==> src/rtl/ioin_mux_cfg_chain.sv <==
// Serial config loader for NMUX input muxes: shadow shift chain, atomic commit to cbit/cbitb, prog held for the session.
// Latency: load at edge k -> cbit at k+1 -> prog low / done at k+2. Optional daisy-chain sdo via IOIN_CFG_DAISY_EN.
// No backpressure: sdi is taken whenever sdi_vld is high in SHIFT; bad frames flag err instead of stalling.
module ioin_mux_cfg_chain #(
    parameter int NMUX = 4
) (
    input  logic                clk,
    input  logic                rst_n,
    input  logic                cfg_en,
    input  logic                sdi,
    input  logic                sdi_vld,
    input  logic                load,
    output logic                sdo,
    output logic                prog,
    output logic [4*NMUX-1:0]   cbit,
    output logic [4*NMUX-1:0]   cbitb,
    output logic                done,
    output logic                err
);
    localparam int W  = 4 * NMUX;
    localparam int CW = $clog2(W + 2);

    typedef enum logic [1:0] {IDLE, SHIFT, COMMIT, SETTLE} state_t;

    state_t          state;
    logic [W-1:0]    shadow;
    logic [CW-1:0]   cnt;
    logic [CW-1:0]   cnt_inc;
    logic [CW-1:0]   cnt_nxt;

    // Count including a bit shifted this same cycle; saturates at W+1 so overflow stays visible.
    always_comb begin
        cnt_inc = (cnt == CW'(W + 1)) ? cnt : cnt + 1'b1;
        cnt_nxt = sdi_vld ? cnt_inc : cnt;
    end

    always_ff @(posedge clk or negedge rst_n) begin
        if (!rst_n) begin
            state  <= IDLE;
            shadow <= '0;
            cnt    <= '0;
            cbit   <= '0;
            cbitb  <= '1;
            prog   <= 1'b0;
            done   <= 1'b0;
            err    <= 1'b0;
        end else begin
            done <= 1'b0;
            case (state)
                IDLE: begin
                    if (cfg_en) begin
                        state <= SHIFT;
                        prog  <= 1'b1;
                        cnt   <= '0;
                        err   <= 1'b0;
                    end
                end
                SHIFT: begin
                    if (sdi_vld) begin
                        shadow <= {shadow[W-2:0], sdi};
                        cnt    <= cnt_nxt;
                    end
                    // load takes priority over a simultaneous cfg_en drop
                    if (load) begin
                        if (cnt_nxt == CW'(W)) begin
                            state <= COMMIT;
                        end else begin
                            state <= IDLE;
                            err   <= 1'b1;
                            prog  <= 1'b0;
                        end
                    end else if (!cfg_en) begin
                        state <= IDLE;
                        err   <= 1'b1;
                        prog  <= 1'b0;
                    end
                end
                COMMIT: begin
                    cbit  <= shadow;
                    cbitb <= ~shadow;
                    state <= SETTLE;
                end
                SETTLE: begin
                    prog  <= 1'b0;
                    done  <= 1'b1;
                    state <= IDLE;
                end
                default: state <= IDLE;
            endcase
        end
    end

`ifdef IOIN_CFG_DAISY_EN
    // Bit leaving the top of the shadow is retimed out so loaders can be chained.
    always_ff @(posedge clk or negedge rst_n) begin
        if (!rst_n) begin
            sdo <= 1'b0;
        end else if (state == SHIFT && sdi_vld) begin
            sdo <= shadow[W-1];
        end
    end
`else
    assign sdo = 1'b0;
`endif

endmodule

==> config.mk <==
export PLATFORM = sky130hd
export DESIGN_NAME = ioin_mux_cfg_chain
export DESIGN_NICKNAME = d
export VERILOG_FILES = /design/src/rtl/ioin_mux_cfg_chain.sv
export SDC_FILE = /design/constraint.sdc
export NUM_CORES = 1
export LEC_CHECK = 0
export BUFFER_PORTS_ARGS = -buffer_cell sky130_fd_sc_hd__buf_2
export CAP_MARGIN = 20
export CORE_ASPECT_RATIO = 0.5
export CORE_MARGIN = 5
export CORE_UTILIZATION = 56
export DETAILED_ROUTE_END_ITERATION = 8
export GPL_TIMING_DRIVEN = 0
export PLACE_DENSITY = 0.85
export SKIP_LAST_GASP = 1
export SYNTH_ARGS = -nofsm -noshare
export SYNTH_HDL_FRONTEND = slang
export SYNTH_SLANG_ARGS = --single-unit
==> constraint.sdc <==
create_clock -name clk -period 2.6 [get_ports clk]
set_input_delay 0.26 -clock clk [delete_from_list [all_inputs] [get_ports clk]]
set_output_delay 0.26 -clock clk [all_outputs]
set_load 0.02 [all_outputs]
==> flow_summary.ini <==
[die]
initial_core_util_pct = 59.33
pin_count = 42
rows = 16
die_h_um = 55.94
fp.dieW_um = 101.9
core_sq_um = 3984
dieArea_sq_um = 5699

[global_routing]
grt_pass1_vias = 1734
grt_first_pass_wirelength_um = 8569
grt_overflow_total = 0
antenna_found_initial = 0
grt_max_degree = 34
gr-usage-all-layers_pct = 20.06

[placed_design]
dp_worst_setup_slack_ns = 0.9726
dp_cells = 280
gp_congestion = 0.8321
dp_hpwl_um = 3257
port_buffers = 39

[critical_path]
worstPathMaxFanout = 6
slowest_delay_ns = 0.44
required_ns = 2.82
cp_top_family = compound AO/OA/AOI/OAI gates
worstPathArrival_ns = 1.86
crit_slowest_cell = dfrtp_1
end_kind = register
worstSetupPathType = register to register
startpoint_type = register
worst-path-buf-inv = 0
cp_cell_sequence = ha_1, and3b_1, a21oi_1, nand4_1, o31a_1

[yosys]
yosysSeqAreaShare_pct = 62.26
netlist_area_sq_um = 2364
synth_top_area_share_pct = 44.47
yosys-top-cells-area = dfrtp_1, dfstp_2, mux2_2
synth-main-ff-cell = dfrtp_1
syn-mean-instance-area_sq_um = 12.71
ys_seq_elements = 58
synth.distinct_cells = 37
yosys.area.top_type = dfrtp_1
syn_inst = 186
synth_most_common_cell = dfrtp_1
syn_nets = 194
yosysWarnings = 0
synthTopCellsByCount = dfrtp_1, mux2_2, o21ai_0
async_flop_share_pct = 100.0
synth_edf_count = 0

[clock_network]
cts_tree = built
cts_made_buffers = 9
cts_max_level = 3
clock-root-buffer = clkbuf_8
cts_resized = 0
clock_sinks = 58
max-clock-path-buffers = 2
cts_setup_buffers = 0
clkLatencyLatePin_ns = 0.34
hold_buffers = 1
path_clk_slew_ns = 0.07

[timing]
holdWs_ns = 0.1493
fin_tns_setup_ns = 0
finalCriticalPeriod_ns = 1.634
clock.fmax_mhz = 612.0
relSlewSlack_pct = 59.10
setup_viol = 0
slew_viol_final = 0
clock_skew_ns = 0.01023
tightest_slew_ns = 0.6135
finalHoldViolations = 0
rsz0062_at_grt = no
period_share_pct = 62.85
setup_ws_ns = 0.9659

[final_layout]
drive_gt1_share_pct = 46.91
n_antenna_cell = 0
fillers = 250
final_cells = 297
area_delta_synth_final_pct = 21.02
layout.nets = 246

[routing]
drc_errors = 0
firstDrtPassIters = 4
vias_per_cell = 5.525
vias = 1641
wl_um = 5114
drt_iter0_drc = 55
ant_nets = 0
avgRoutedWirePerCell_um = 17.22

[power]
vdd_drop_max_mv = 0.5209
power.density_nw_per_um2 = 951.7
power_mw = 2.722
p_leak_nw = 1.440

[outcome]
status = finished, final reports clean

[run]
cap_violations = 0

[min_path]
hold_path_class = primary input to register
==> state kept, by name (all words and copies together), names as in the netlist, named ones only <==
| signal | count |
|---|---|
| cnt | 5 |
| state | 1 |
| shadow | 16 |
| done | 1 |
| cbitb | 16 |
| err | 1 |
| cbit | 16 |
| prog | 1 |
==> stage by stage <==
step                      area [sq um]  util, %
after global placement            2626    65.92
final                             2860    71.80
after CTS                         2860    71.80
after floorplan                   2364        -
after global routing              2860    71.80
after detailed placement          2646    66.43
==> where the power goes <==
part / internal, mW / switching, mW / total [mW]
registers: 1.18 / 0.170 / 1.35
clock network: 0.467 / 0.367 / 0.834
logic: 0.216 / 0.321 / 0.537
==> logic make-up (layout without fill, tap and decap cells) <==
kind of cell	count (synthesis)	in the layout	synth area share, %
xor gates and xnor gates	2	2	0.7413
and+or+nand+nor	38	38	8.153
DFF	58	58	62.26
AOI/OAI and AO/OA	37	37	8.841
buffers and inverters	15	72	3.123
muxes	33	33	15.67
other	1	1	0.1587
adders and majority gates	2	2	1.059
==> worst register-to-register path: cells and delay by family (launching register included) <==
family                   cells  cell delay, ns
AND/OR/NAND/NOR              2            0.33
adder cells (fa/ha/maj)      1            0.26
AO/OA/AOI/OAI                2            0.48
flip-flops                   1            0.44
==> final timing paths <==
kind | from | endpoint | slack (ns) | depth (start not counted)
worst max register to register | cnt[0] | err | 0.97 | 5
worst min-delay path | sdi | shadow[0] | 0.15 | 2
worst max-delay path | cnt[0] | err | 0.97 | 5
max in group asynchronous | rst_n | cbitb[11] | 1.45 | 3
worst min register to register | shadow[15] | cbitb[15] | 0.46 | 1
min in group asynchronous | rst_n | cbit[7] | 0.50 | 2
==> layer usage <==
layer	part of all wire, %	track usage, %	vias up
li1	-	-	753
met1	43	22.76	836
met2	52	33.36	42
met3	4.2	7.509	10
met4	1.6	9.720	0
met5	0	0	-
==> placed cells by master (no fill, tap or decap), drive strengths merged, types with 2 or more instances in the layout <==
| master | netlist | layout |
|---|---|---|
| a21oi | 5 | 5 |
| buf | 7 | 47 |
| clkbuf | 2 | 12 |
| clkinv | 0 | 2 |
| clkinvlp | 0 | 3 |
| dfrtp | 42 | 42 |
| dfstp | 16 | 16 |
| ha | 2 | 2 |
| inv | 6 | 6 |
| mux2 | 32 | 32 |
| nand2 | 23 | 23 |
| nand2b | 2 | 2 |
| nand4 | 3 | 3 |
| nor3 | 2 | 2 |
| o21ai | 24 | 24 |
==> final cells by class <==
class	instances	area (sq um)	share of cell area, %
repair buffers	41	225.2	7.874
clock buffers	10	137.6	4.812
flip-flops and latches	58	1471	51.44
plain buffers	9	51.30	1.794
well taps	54	67.56	2.362
clock inverters	6	66.31	2.318
multi-input cells	113	818.3	28.61
inverters	6	22.52	0.7874
(Power assumes the default switching activity.)
